===== config.mk =====
export PLATFORM = sky130hd
export DESIGN_NAME = smm_pair_scheduler
export DESIGN_NICKNAME = d
export VERILOG_FILES = /design/src/rtl/smm_pair_scheduler.sv
export SDC_FILE = /design/constraint.sdc
export NUM_CORES = 1
export LEC_CHECK = 0
export ABC_AREA = 1
export CORE_AREA = 5 5 163 165
export CTS_BUF_LIST = sky130_fd_sc_hd__clkbuf_8
export DETAILED_ROUTE_END_ITERATION = 8
export DIE_AREA = 0 0 168 170
export PLACE_DENSITY = 0.52
export SLEW_MARGIN = 20
export SYNTH_ARGS = -nofsm -noshare
export SYNTH_HDL_FRONTEND = slang
export SYNTH_SLANG_ARGS = --single-unit

===== constraint.sdc =====
create_clock -name clk -period 3.5 [get_ports clk]
set_input_delay 0.525 -clock clk [delete_from_list [all_inputs] [get_ports clk]]
set_output_delay 0.525 -clock clk [all_outputs]
set_load 0.02 [all_outputs]

===== src/rtl/smm_pair_scheduler.sv =====
// Pair scheduler for the sparse matrix multiplier: records A-row / B-column occupancy,
// issues only (row,col) pairs where both are occupied, and tags returned MAC results.
module smm_pair_scheduler #(
  parameter int N      = 32,
  parameter int IDXW   = 5,
  parameter int VALW   = 9,
  parameter int MAXINF = 4
) (
  input  logic            clk,
  input  logic            rst_n,
  input  logic            start,
  input  logic            a_nz_valid,
  input  logic [IDXW-1:0] a_nz_row,
  input  logic            b_nz_valid,
  input  logic [IDXW-1:0] b_nz_col,
  input  logic            load_done,
  output logic            cmd_valid,
  input  logic            cmd_ready,
  output logic [IDXW-1:0] cmd_row,
  output logic [IDXW-1:0] cmd_col,
  input  logic            res_valid,
  input  logic [VALW-1:0] res_val,
  output logic            out_valid,
  output logic [IDXW-1:0] out_row,
  output logic [IDXW-1:0] out_col,
  output logic [VALW-1:0] out_val,
  output logic            busy,
  output logic            done
);

  localparam int PW = $clog2(MAXINF);
  localparam int CW = PW + 1;
  localparam logic [CW-1:0]   MAX_CNT = CW'(MAXINF);
  localparam logic [IDXW-1:0] LAST    = IDXW'(N - 1);

  typedef enum logic [2:0] {
    S_IDLE,
    S_LOAD,
    S_ISSUE,
    S_DRAIN,
    S_DONE
  } state_t;

  state_t            state, state_nx;
  logic [N-1:0]      arow_map, bcol_map;
  logic [IDXW-1:0]   r, c, r_nx, c_nx;
  logic [2*IDXW-1:0] tag_mem [MAXINF];
  logic [PW-1:0]     wr_ptr, rd_ptr;
  logic [CW-1:0]     count;
  logic              offer, advance, row_skip, issue_end;
  logic              xfer, pop;
  logic [2*IDXW-1:0] head_tag;

  // NOTE: every signal written here gets a default first, so no path can infer a latch.
  always_comb begin
    state_nx  = state;
    r_nx      = r;
    c_nx      = c;
    offer     = 1'b0;
    advance   = 1'b0;
    row_skip  = 1'b0;
    issue_end = 1'b0;
    case (state)
      S_IDLE:  if (start) state_nx = S_LOAD;
      S_LOAD: begin
        if (load_done) begin
          state_nx = S_ISSUE;
          r_nx     = '0;
          c_nx     = '0;
        end
      end
      S_ISSUE: begin
        if (!arow_map[r]) begin
          row_skip = 1'b1;
          advance  = 1'b1;
        end else if (!bcol_map[c]) begin
          advance = 1'b1;
        end else begin
          offer   = (count < MAX_CNT);
          advance = offer && cmd_ready;
        end
        if (advance) begin
          if (row_skip || c == LAST) begin
            r_nx      = r + IDXW'(1);
            c_nx      = '0;
            issue_end = (r == LAST);
          end else begin
            c_nx = c + IDXW'(1);
          end
        end
        if (issue_end) state_nx = S_DRAIN;
      end
      S_DRAIN: if (count == '0) state_nx = S_DONE;
      S_DONE:  state_nx = S_IDLE;
      default: state_nx = S_IDLE;
    endcase
  end

  assign xfer      = offer && cmd_ready;
  assign pop       = res_valid && (count != '0);
  assign head_tag  = tag_mem[rd_ptr];
  assign cmd_valid = offer;
  assign cmd_row   = offer ? r : '0;
  assign cmd_col   = offer ? c : '0;
  assign busy      = (state != S_IDLE);
  assign done      = (state == S_DONE);

  // NOTE: state is updated with non-blocking assignments so every flop samples pre-edge values.
  always_ff @(posedge clk) begin
    if (rst_n) begin
      state     <= S_IDLE;
      r         <= '0;
      c         <= '0;
      arow_map  <= '0;
      bcol_map  <= '0;
      wr_ptr    <= '0;
      rd_ptr    <= '0;
      count     <= '0;
      out_valid <= 1'b0;
      out_row   <= '0;
      out_col   <= '0;
      out_val   <= '0;
    end else begin
      state <= state_nx;
      r     <= r_nx;
      c     <= c_nx;
      if (state == S_IDLE && start) begin
        arow_map <= '0;
        bcol_map <= '0;
      end else if (state == S_LOAD) begin
        if (a_nz_valid) arow_map[a_nz_row] <= 1'b1;
        if (b_nz_valid) bcol_map[b_nz_col] <= 1'b1;
      end
      if (xfer) wr_ptr <= wr_ptr + PW'(1);
      if (pop)  rd_ptr <= rd_ptr + PW'(1);
      case ({xfer, pop})
        2'b10:   count <= count + CW'(1);
        2'b01:   count <= count - CW'(1);
        default: count <= count;
      endcase
      // Zero results are dropped; out_* fields read as zero whenever out_valid is low.
      if (pop && res_val != '0) begin
        out_valid <= 1'b1;
        out_row   <= head_tag[2*IDXW-1:IDXW];
        out_col   <= head_tag[IDXW-1:0];
        out_val   <= res_val;
      end else begin
        out_valid <= 1'b0;
        out_row   <= '0;
        out_col   <= '0;
        out_val   <= '0;
      end
    end
  end

  // NOTE: tag storage needs no reset; count and pointers guarantee no entry is read before it is written.
  always_ff @(posedge clk) begin
    if (xfer) tag_mem[wr_ptr] <= {r, c};
  end

endmodule


==> results of run 1 <==
worst max-delay path by stage:
stage / to / slack [ns] / cells past startpoint
floorplan: count[2]$_SDFFE_PP0P_ / 0.99 / 21
detailed placement: count[2]$_SDFFE_PP0P_ / 0.62 / 20
global route: cmd_col[4] / 0.19 / 14
global placement: cmd_row[1] / 0.62 / 14
finish: cmd_col[1] / 0.50 / 14
CTS: cmd_row[1] / 0.08 / 14
logic make-up after synthesis:
family | count (synthesis)
compound gates | 121
buf+inv | 95
xor+xnor | 2
flops | 144
fa+ha+maj | 10
simple gates | 385
flip-flops by register name (all words and copies together), names as in the netlist:
name       count
bcol_map      32
r              5
state          3
rd_ptr         2
count          3
out_row        5
wr_ptr         2
arow_map      32
tag_mem       40
c              5
out_valid      1
out_val        9
out_col        5
layer usage:
metal  share of wire [%]  vias up
met5                   0        -
met3                 4.9       14
li1                    -     2632
met1                  49     2320
met4                 1.2        0
met2                  44      108
through the flow:
stage          setup WS (ns)  cell area, um2  util (%)  cells
6_report              0.5028            7530     30.25   1167
5_1_grt               0.1946            7530     30.25   1167
4_1_cts              0.08364            7501     30.13   1167
3_5_place_dp          0.6174            7116     28.59   1135
3_3_place_gp          0.6161            7116     28.59   1135
2_1_floorplan         0.9948            6120         -    757
Yosys cell counts, types with 3 or more instances:
| library cell | number |
|---|---|
| sky130_fd_sc_hd__nor2_1 | 152 |
| sky130_fd_sc_hd__nand2_1 | 119 |
| sky130_fd_sc_hd__dfxtp_1 | 104 |
| sky130_fd_sc_hd__a21oi_1 | 88 |
| sky130_fd_sc_hd__nand3_1 | 72 |
| sky130_fd_sc_hd__inv_1 | 59 |
| sky130_fd_sc_hd__edfxtp_1 | 40 |
| sky130_fd_sc_hd__o21ai_0 | 27 |
| sky130_fd_sc_hd__nor3_1 | 22 |
| sky130_fd_sc_hd__clkbuf_1 | 17 |
| sky130_fd_sc_hd__ha_1 | 9 |
| sky130_fd_sc_hd__nand4_1 | 8 |
| sky130_fd_sc_hd__buf_6 | 7 |
| sky130_fd_sc_hd__inv_2 | 5 |
| sky130_fd_sc_hd__buf_2 | 4 |
| sky130_fd_sc_hd__nor3_2 | 3 |
area by class of cell:
class	count	area, um2
inverters	66	257.7
multi-input cells	518	2424
clock inverters	15	151.4
repair buffers	77	765.7
clock buffers	17	234.0
flip-flops and latches	144	3284
well taps	330	412.9
fillers	2640	17360
power breakdown:
group,switching (mW),internal [mW],total (mW)
Sequential,0.0687,1.79,1.86
Clock,0.720,0.589,1.31
Combinational,0.569,0.275,0.844
Total,1.36,2.66,4.01
what timing repair did:
item	CTS	global route
gates resized for setup	0	12
endpoints found under the hold margin	0	0
endpoints found under the setup margin	0	11
cell usage in the layout (no fill, tap or decap), drive strengths merged:
| cell | n |
|---|---|
| nand3 | 73 |
| clkbuf | 17 |
| dlymetal6s2s | 11 |
| nor3 | 25 |
| xor2 | 2 |
| edfxtp | 40 |
| dfxtp | 104 |
| clkinv | 5 |
| ha | 9 |
| nand4 | 8 |
| a41oi | 2 |
| fa | 1 |
| inv | 75 |
| or2 | 2 |
| nand2 | 121 |
| nor2 | 156 |
| o21ai | 29 |
| a21oi | 88 |
| o31ai | 1 |
| bufinv | 1 |
| clkdlybuf4s50 | 48 |
| buf | 18 |
| o22ai | 1 |
worst max-delay path: stages, from the launching register on:
cell and delay, ns:
sky130_fd_sc_hd__dfxtp_1 0.35, sky130_fd_sc_hd__buf_4 0.22, sky130_fd_sc_hd__inv_6 0.15, sky130_fd_sc_hd__nand2_1 0.08
sky130_fd_sc_hd__nand3_1 0.08, sky130_fd_sc_hd__nand3_1 0.08, sky130_fd_sc_hd__nand2_1 0.07, sky130_fd_sc_hd__nand2_1 0.06
sky130_fd_sc_hd__nand3_1 0.11, sky130_fd_sc_hd__nand2_1 0.07, sky130_fd_sc_hd__nor2_1 0.10, sky130_fd_sc_hd__nand2_1 0.11
sky130_fd_sc_hd__buf_4 0.19, sky130_fd_sc_hd__nor2_1 0.09, sky130_fd_sc_hd__dlymetal6s2s_1 0.25
==> results.md, run 1 <==
| Metric | This run |
| --- | --- |
| Result of the run | completed |
| Crit Path Category | register to primary output |
| RSZ-0062 raised after global routing | no |
| GR Layer Usage met1 | 15.42% |
| Share of synthesized area spent on multiplexers | 0% |
| Met2 usage | 17.49% |
| Die X | 168 um |
| Total setup buffers inserted after CTS | 0 |
| Type of the most critical hold path | register to register |
| Number of CTS-inserted buffers | 17 |
| Antenna-violating nets left | 0 |
| Count of final max-slew check failures | 0 |
| Initial antenna violation count | 0 |
| Total vias in the final route | 5,074 |
| Core Region | 0.02489 mm2 |
| Vias per Instance | 4.348 |
| Wire length of the first global-routing pass | 25,760 um |
| Complex-gate fraction of the synthesized area | 10.08% |
| Number of enable flip-flop cells after synthesis | 40 |
| Number of setup violations in the final report | 0 |
| Async SR Flop Fraction | 0% |
| Iter 0 DRT Violations | 361 |
| Worst Setup End Kind | primary output |
| Post-Synthesis Cell Area | 0.006120 mm2 |
| Hold Path Sink | count[0]$_SDFFE_PP0P_ |
| CP Data Required Time | 2.97 ns |
| Post-synthesis net count | 794 |
| Transition time at the pin with the least slew margin | 1.073 ns |
| Maximum number of pins on one net before global-route repair | 41 |
| Clock transition at the registers of the reported paths | 0.09 ns |
| Worst path arrival time | 2.47 ns |
| Max VDD drop | 0.2053 mV |
| Via count of the first global-routing pass | 4,850 |
| Clock tree root buffer cell | sky130_fd_sc_hd__clkbuf_8 |
| Worst skew pair latency | 0.46 ns |
| GR met3 Demand/Resource | 3.089% |
| Hold Startpoint | count[0]$_SDFFE_PP0P_ |
| I/O pin total | 60 |
| Total routing resource utilization after global routing | 11.20% |
| Max Cap Violations | 0 |
| Cells after Synth | 757 |
| Die Span Y | 170 um |
| Leading area contributor after synthesis | sky130_fd_sc_hd__dfxtp_1 |
| CTS tree | built |
| Unique masters post-synth | 30 |
| Cell Rows | 58 |
| Aggregate global routing overflow | 0 |
| Post-synthesis simple-gate area fraction | 26.89% |
| Count of buffers inserted at the top-level ports | 59 |
| Synth top area share | 34.02% |
| Adder-Cell Fraction of Synth Area | 2.167% |
| Placer's final routability congestion estimate | 0.7806 |
| Htree depth | 4 |
| DP HPWL | 10,820 um |
| Total wire length | 15,650 um |
| Fraction of layout instances using a drive strength above 1 | 8.363% |
| Cells taking the most area after synthesis | sky130_fd_sc_hd__dfxtp_1 34%, sky130_fd_sc_hd__edfxtp_1 20%, sky130_fd_sc_hd__nor2_1 9.3% |
| Final worst path period share | 85.64% |
| Number of failing hold endpoints at the final stage | 0 |
| Clock buffer depth | 2 |
| Initial standard-cell utilization of the core | 24.59% |
| Depth of the worst hold-timing path | 1 |
| Number of hold buffers added after CTS | 0 |
| Hold Worst Slack | 0.4552 ns |
| Pwr per Cell Area | 532.9 mW/mm2 |
| Total number of yosys warnings | 0 |
| Min cycle time layout | 2.997 ns |
| Routed wire per std cell | 13.41 um |
| Reg-to-reg endpoint | count[2]$_SDFFE_PP0P_ |
| R2R depth | 20 |
| Maximum achievable frequency | 333.6 MHz |
| P_leak | 3.012 nW |
| Slew headroom | 28.16% |
| Die outline area | 0.02856 mm2 |
| Critical path launch point type | register |
| Sink Count | 144 |
| Clock skew | 0.01348 ns |
| Post-synthesis area per instance | 8.084 um2 |
| Aggregate negative setup slack | 0 ns |
| R2R setup slack | 0.61 ns |
| Number of synthesized register bits | 144 |
| Layout overhead on the synthesized area | 23.04% |
| Combinational family with the most area after synthesis | simple AND/OR/NAND/NOR gates |
| Part of the Yosys area used for sequential elements | 53.65% |
| Number of iterations in the first detailed-routing pass | 4 |
| Total Power Consumption | 4.013 mW |
| Final-stage net count | 861 |
| Diodes inserted | 0 |
| Crit. Startpoint | r[0]$_SDFFE_PP0P_ |
| Xor/xnor share of the synthesized area | 0.2862% |
| CP Max Fanout | 20 |
| Flip-flop cell with the highest count after synthesis | sky130_fd_sc_hd__dfxtp_1 |
| Most used routing layer | met2 |
| Worst r2r src | r[0]$_SDFFE_PP0P_ |
| Detailed-route DRC error count | 0 |
(Power assumes the default switching activity.)
==> inputs of run 2 (changes only) <==
Settings changed: CELL_PAD_IN_SITES_DETAIL_PLACEMENT set to 2, CELL_PAD_IN_SITES_GLOBAL_PLACEMENT set to 2, PLACE_DENSITY 0.52 to 0.72.
==> results.md, run 2 (synthesis results as in run 1) <==
| Metric | This run | Change |
| --- | --- | --- |
| Result of the run | completed | unchanged |
| Placer's final routability congestion estimate | 0.7219 | was 0.7806 |
| Series of cell instances along the critical path | buf_12, inv_6, nand2_1, nand3_1, nand3_1, nand2_1, nand2_1, nand3_1, nand2_1, nor2_1, nand2_2, buf_4, nor2_1, dlygate4sd2_1 | was buf_4, inv_6, nand2_1, nand3_1, nand3_1, nand2_1, nand2_1, nand3_1, nand2_1, nor2_1, nand2_1, buf_4, nor2_1, dlymetal6s2s_1 |
| Die outline area | 0.02856 mm2 | unchanged |
| Final-stage net count | 865 | was 861 |
| Number of setup violations in the final report | 0 | unchanged |
| Clock transition at the registers of the reported paths | 0.08 ns | was 0.09 ns |
| Aggregate global routing overflow | 0 | unchanged |
| Worst skew pair latency | 0.47 ns | was 0.46 ns |
| CTS tree | built | unchanged |
| P_leak | 2.982 nW | was 3.012 nW |
| Die X | 168 um | unchanged |
| I/O pin total | 60 | unchanged |
| Aggregate negative setup slack | 0 ns | unchanged |
| Worst Setup End Kind | primary output | unchanged |
| Count of buffer and inverter cells on the critical path | 4 | unchanged |
| Total vias in the final route | 5,370 | was 5,074 |
| Maximum achievable frequency | 309.4 MHz | was 333.6 MHz |
| Most frequent cell on the critical path | sky130_fd_sc_hd__nand2_1 | unchanged |
| Maximum number of pins on one net before global-route repair | 39 | was 41 |
| Commonest non-fill, non-tap cell in the layout | sky130_fd_sc_hd__nor2_1 | unchanged |
| Max Cap Violations | 0 | unchanged |
| Antenna-violating nets left | 0 | unchanged |
| DP HPWL | 13,330 um | was 10,820 um |
| CP Max Fanout | 20 | unchanged |
| RSZ-0062 raised after global routing | no | unchanged |
| Final worst path period share | 92.35% | was 85.64% |
| Via count of the first global-routing pass | 5,746 | was 4,850 |
| Number of CTS-inserted buffers | 17 | unchanged |
| Leading registers by flop count | tag_mem x40, arow_map x32, bcol_map x32 | unchanged |
| Number of failing hold endpoints at the final stage | 0 | unchanged |
| Cell Rows | 58 | unchanged |
| CP Data Required Time | 2.97 ns | about the same |
| Total Power Consumption | 4.177 mW | was 4.013 mW |
| Non-filler cells, final | 1,171 | was 1,167 |
| Commonest cells after routing, fill and taps aside | 152 x sky130_fd_sc_hd__nor2_1, 118 x sky130_fd_sc_hd__nand2_1, 104 x sky130_fd_sc_hd__dfxtp_1 | was 152 x sky130_fd_sc_hd__nor2_1, 119 x sky130_fd_sc_hd__nand2_1, 103 x sky130_fd_sc_hd__dfxtp_1 |
| Detailed-route DRC error count | 0 | unchanged |
| Pwr per Cell Area | 550.2 mW/mm2 | was 532.9 mW/mm2 |
| Crit Path Category | register to primary output | unchanged |
| Total wire length | 19,040 um | was 15,650 um |
| Routed wire per std cell | 16.26 um | was 13.41 um |
| Max VDD drop | 0.1699 mV | was 0.2053 mV |
| Placed Instances | 1,138 | was 1,135 |
| Number of iterations in the first detailed-routing pass | 5 | was 4 |
| Clock skew | 0.02311 ns | was 0.01348 ns |
| Transition time at the pin with the least slew margin | 0.7820 ns | was 1.073 ns |
| Type of the most critical hold path | register to register | unchanged |
| Initial standard-cell utilization of the core | 24.59% | unchanged |
| Layout overhead on the synthesized area | 24.06% | was 23.04% |
| Htree depth | 4 | unchanged |
| Critical path's slowest cell | sky130_fd_sc_hd__dfxtp_1 | unchanged |
| Maximum single-stage delay on the critical path | 0.37 ns | was 0.35 ns |
| Most flop-heavy register | tag_mem | unchanged |
| Clock buffer depth | 2 | unchanged |
| Count of buffers inserted at the top-level ports | 59 | unchanged |
| Cell family with the largest share of critical-path delay | simple AND/OR/NAND/NOR gates | unchanged |
| Min cycle time layout | 3.232 ns | was 2.997 ns |
| Sink Count | 144 | unchanged |
| Critical path launch point type | register | unchanged |
| Wire length of the first global-routing pass | 31,060 um | was 25,760 um |
| Total setup buffers inserted after CTS | 0 | unchanged |
| Slew headroom | 47.58% | was 28.16% |
| Vias per Instance | 4.586 | was 4.348 |
| Fraction of layout instances using a drive strength above 1 | 8.561% | was 8.363% |
| Number of hold buffers added after CTS | 0 | unchanged |
| Count of final max-slew check failures | 0 | unchanged |
| Total routing resource utilization after global routing | 13.66% | was 11.20% |
| Clock tree root buffer cell | sky130_fd_sc_hd__clkbuf_8 | unchanged |
| Initial antenna violation count | 0 | unchanged |
| Die Span Y | 170 um | unchanged |
| Iter 0 DRT Violations | 237 | was 361 |
| Diodes inserted | 0 | unchanged |
| Worst path arrival time | 2.71 ns | was 2.47 ns |
| Max reg flops | 40 | unchanged |
| Core Region | 0.02489 mm2 | unchanged |
==> run 2: layout make-up <==
class | instances | area (um2)
clock inverters | 15 | 168.9
flip-flops and latches | 144 | 3283
inverters | 66 | 257.7
clock buffers | 17 | 234.0
repair buffers | 81 | 809.5
multi-input cells | 518 | 2426
well taps | 330 | 412.9
fillers | 2831 | 17300
==> run 2: timing repair <==
action / CTS / global route
pin swaps: 0 / 0
resized for setup: 6 / 6
setup endpoints to repair: 9 / 6
==> run 2: worst register-to-register path: cells and delay by family, from the launching register on <==
family	cells	cell delay (ns)
AND/OR/NAND/NOR	10	0.93
flip-flops	1	0.44
AO/OA/AOI/OAI	4	0.50
buffers and inverters	4	0.50
adder cells (fa/ha/maj)	2	0.55
==> run 2: final timing paths <==
check / from / cells after the start / slack (ns) / to
worst max-delay path: r[0]$_SDFFE_PP0P_ / 14 / 0.27 / cmd_row[1]
worst min-delay path: count[0]$_SDFFE_PP0P_ / 1 / 0.46 / count[0]$_SDFFE_PP0P_
worst max register to register: r[0]$_SDFFE_PP0P_ / 20 / 0.49 / count[2]$_SDFFE_PP0P_
worst min register to register: count[0]$_SDFFE_PP0P_ / 1 / 0.46 / count[0]$_SDFFE_PP0P_
==> run 2: report_power, final <==
part	switching, mW	internal (mW)	total (mW)
combinational	0.618	0.303	0.921
clock	0.696	0.703	1.40
sequential	0.0667	1.79	1.86
==> run 2: routing by layer <==
layer | vias up | global-route usage [%] | share of wire, %
li1 | 2635 | - | -
met1 | 2654 | 17.64 | 47
met2 | 63 | 23.29 | 49
met3 | 18 | 2.578 | 2.9
met4 | 0 | 4.164 | 1.3
met5 | - | 0 | 0
==> run 2: metrics by stage <==
stage	util [%]	hold WS, ns	worst slack [ns]	area, um2
after floorplan	-	0.4219	0.9948	6120
after global placement	28.73	0.4358	0.4358	7151
after detailed placement	28.73	0.4539	0.3529	7151
after CTS	30.33	0.4667	0.01041	7550
after global routing	30.50	0.4802	0.01418	7592
final	30.50	0.4635	0.2679	7592
==> inputs of run 3 (changes only) <==
Settings changed: CORE_AREA 5 5 163 165 to 2 2 160 162, DIE_AREA 0 0 168 170 to 0 0 162 164.
==> results.md, run 3 (synthesis results as in run 1) <==
| Metric | This run | Change |
| --- | --- | --- |
| Hold Worst Slack | 0.4557 ns | was 0.4635 ns |
| Most flop-heavy register | tag_mem | unchanged |
| Critical path launch point type | register | unchanged |
| Antenna-violating nets left | 0 | unchanged |
| Post-detailed-placement cell area | 0.007118 mm2 | was 0.007151 mm2 |
| Clock buffer depth | 2 | unchanged |
| Maximum number of pins on one net before global-route repair | 39 | unchanged |
| Core Region | 0.02482 mm2 | was 0.02489 mm2 |
| Detailed-route DRC error count | 0 | unchanged |
| Commonest cells after routing, fill and taps aside | 152 x sky130_fd_sc_hd__nor2_1, 119 x sky130_fd_sc_hd__nand2_1, 103 x sky130_fd_sc_hd__dfxtp_1 | was 152 x sky130_fd_sc_hd__nor2_1, 118 x sky130_fd_sc_hd__nand2_1, 104 x sky130_fd_sc_hd__dfxtp_1 |
| Final-stage net count | 864 | was 865 |
| Post-route cell area | 0.007536 mm2 | was 0.007592 mm2 |
| Worst skew pair latency | 0.46 ns | was 0.47 ns |
| Total routing resource utilization after global routing | 14.59% | was 13.66% |
| Final Util | 30.36% | was 30.50% |
| Transition time at the pin with the least slew margin | 0.7324 ns | was 0.7820 ns |
| Wire length of the first global-routing pass | 30,090 um | was 31,060 um |
| Clock tree root buffer cell | sky130_fd_sc_hd__clkbuf_8 | unchanged |
| Max Cap Violations | 0 | unchanged |
| Fraction of layout instances using a drive strength above 1 | 8.690% | was 8.561% |
| Iter 0 DRT Violations | 211 | was 237 |
| Count of buffers inserted at the top-level ports | 59 | unchanged |
| Die outline area | 0.02657 mm2 | was 0.02856 mm2 |
| Max reg flops | 40 | unchanged |
| Worst path arrival time | 2.63 ns | was 2.71 ns |
| Leading registers by flop count | tag_mem x40, arow_map x32, bcol_map x32 | unchanged |
| Diodes inserted | 0 | unchanged |
| Aggregate global routing overflow | 0 | unchanged |
| Slew headroom | 50.90% | was 47.58% |
| Number of iterations in the first detailed-routing pass | 4 | was 5 |
| Min cycle time layout | 3.157 ns | was 3.232 ns |
| Initial antenna violation count | 0 | unchanged |
| CP Data Required Time | 2.97 ns | about the same |
| I/O pin total | 60 | unchanged |
| Total vias in the final route | 5,268 | was 5,370 |
| Post-placement worst setup slack | 0.3328 ns | was 0.3529 ns |
| Clock transition at the registers of the reported paths | 0.08 ns | about the same |
| Total setup buffers inserted after CTS | 0 | unchanged |
| Crit Path Category | register to primary output | unchanged |
| P_leak | 2.890 nW | was 2.982 nW |
| Htree depth | 4 | unchanged |
| Routed wire per std cell | 15.51 um | was 16.26 um |
| Non-filler cells, final | 1,170 | was 1,171 |
| Number of filler cells placed in the layout | 2,927 | was 2,831 |
| DP HPWL | 13,260 um | was 13,330 um |
| Clock skew | 0.01508 ns | was 0.02311 ns |
| Cell Rows | 58 | unchanged |
| Number of hold buffers added after CTS | 0 | unchanged |
| Sink Count | 144 | unchanged |
| Initial standard-cell utilization of the core | 24.66% | was 24.59% |
| Number of setup violations in the final report | 0 | unchanged |
| Die X | 162 um | was 168 um |
| RSZ-0062 raised after global routing | no | unchanged |
| Type of the most critical hold path | register to register | unchanged |
| Via count of the first global-routing pass | 5,689 | was 5,746 |
| Total wire length | 18,150 um | was 19,040 um |
| Maximum achievable frequency | 316.7 MHz | was 309.4 MHz |
| Worst Setup End Kind | primary output | unchanged |
| Number of failing hold endpoints at the final stage | 0 | unchanged |
| CTS tree | built | unchanged |
| Max VDD drop | 0.2023 mV | was 0.1699 mV |
| Commonest non-fill, non-tap cell in the layout | sky130_fd_sc_hd__nor2_1 | unchanged |
| Final worst slack | 0.3428 ns | was 0.2679 ns |
| Pwr per Cell Area | 540.8 mW/mm2 | was 550.2 mW/mm2 |
| Final worst path period share | 90.20% | was 92.35% |
| Vias per Instance | 4.503 | was 4.586 |
| Die Span Y | 164 um | was 170 um |
| Layout overhead on the synthesized area | 23.14% | was 24.06% |
| Count of final max-slew check failures | 0 | unchanged |
| Placed Instances | 1,137 | was 1,138 |
| Number of CTS-inserted buffers | 17 | unchanged |
| Result of the run | completed | unchanged |
| Placer's final routability congestion estimate | 0.7373 | was 0.7219 |
| CP Max Fanout | 10 | was 20 |
| Total Power Consumption | 4.076 mW | was 4.177 mW |
| Aggregate negative setup slack | 0 ns | unchanged |
[run 3: cell count changes in the layout (fill, tap and decap cells not counted), sizes merged]
cell | before | now
buf | 22 | 21
inv | 72 | 71
clkinv | 4 | 6
bufinv | 3 | 2
dlymetal6s2s | 6 | 1
dlygate4sd2 | 5 | 10
[run 3: final cells by class]
class | instances | area [um2] | area share (%)
clock buffers | 17 | 234.0 | 3.105
well taps | 330 | 412.9 | 5.479
multi-input cells | 518 | 2424 | 32.16
inverters | 66 | 257.7 | 3.420
repair buffers | 80 | 765.7 | 10.16
clock inverters | 15 | 157.7 | 2.092
flip-flops and latches | 144 | 3284 | 43.58
[run 3: power breakdown]
part | total, mW | switching, mW | internal (mW)
clock network | 1.32 | 0.683 | 0.640
registers | 1.86 | 0.0697 | 1.79
logic | 0.891 | 0.601 | 0.290
total | 4.08 | 1.35 | 2.72
[run 3: final timing paths]
check | start | endpoint | slack (ns) | cells past startpoint
max | r[1]$_SDFFE_PP0P_ | cmd_row[4] | 0.34 | 12
min | bcol_map[27]$_SDFFE_PP0P_ | bcol_map[27]$_SDFFE_PP0P_ | 0.46 | 2
max reg2reg | c[0]$_SDFFE_PP0P_ | count[2]$_SDFFE_PP0P_ | 0.47 | 21
min reg2reg | bcol_map[27]$_SDFFE_PP0P_ | bcol_map[27]$_SDFFE_PP0P_ | 0.46 | 2
[run 3: critical path: stages, from the launching register on]
cell and delay, ns:
sky130_fd_sc_hd__dfxtp_1 0.54, sky130_fd_sc_hd__inv_2 0.17, sky130_fd_sc_hd__nand3_1 0.13, sky130_fd_sc_hd__nand3_1 0.09
sky130_fd_sc_hd__nand2_1 0.12, sky130_fd_sc_hd__nand2_1 0.08, sky130_fd_sc_hd__nand3_1 0.12, sky130_fd_sc_hd__nand2_1 0.06
sky130_fd_sc_hd__nor2_1 0.10, sky130_fd_sc_hd__nand2_1 0.07, sky130_fd_sc_hd__buf_4 0.17, sky130_fd_sc_hd__nor2_1 0.17
sky130_fd_sc_hd__dlygate4sd2_1 0.37
[run 3: layer usage]
metal	GRT usage [%]	vias to the layer above	wire [um]
met3	2.980	13	480
met1	17.92	2561	8483
met5	0	-	0
li1	-	2628	-
met4	4.023	0	195
met2	25.94	66	8988
[run 3: timing repair]
action | 4_1_cts | 5_1_grt
resized for setup | 10 | 4
cloned | 0 | 0
endpoints found under the setup margin | 10 | 3
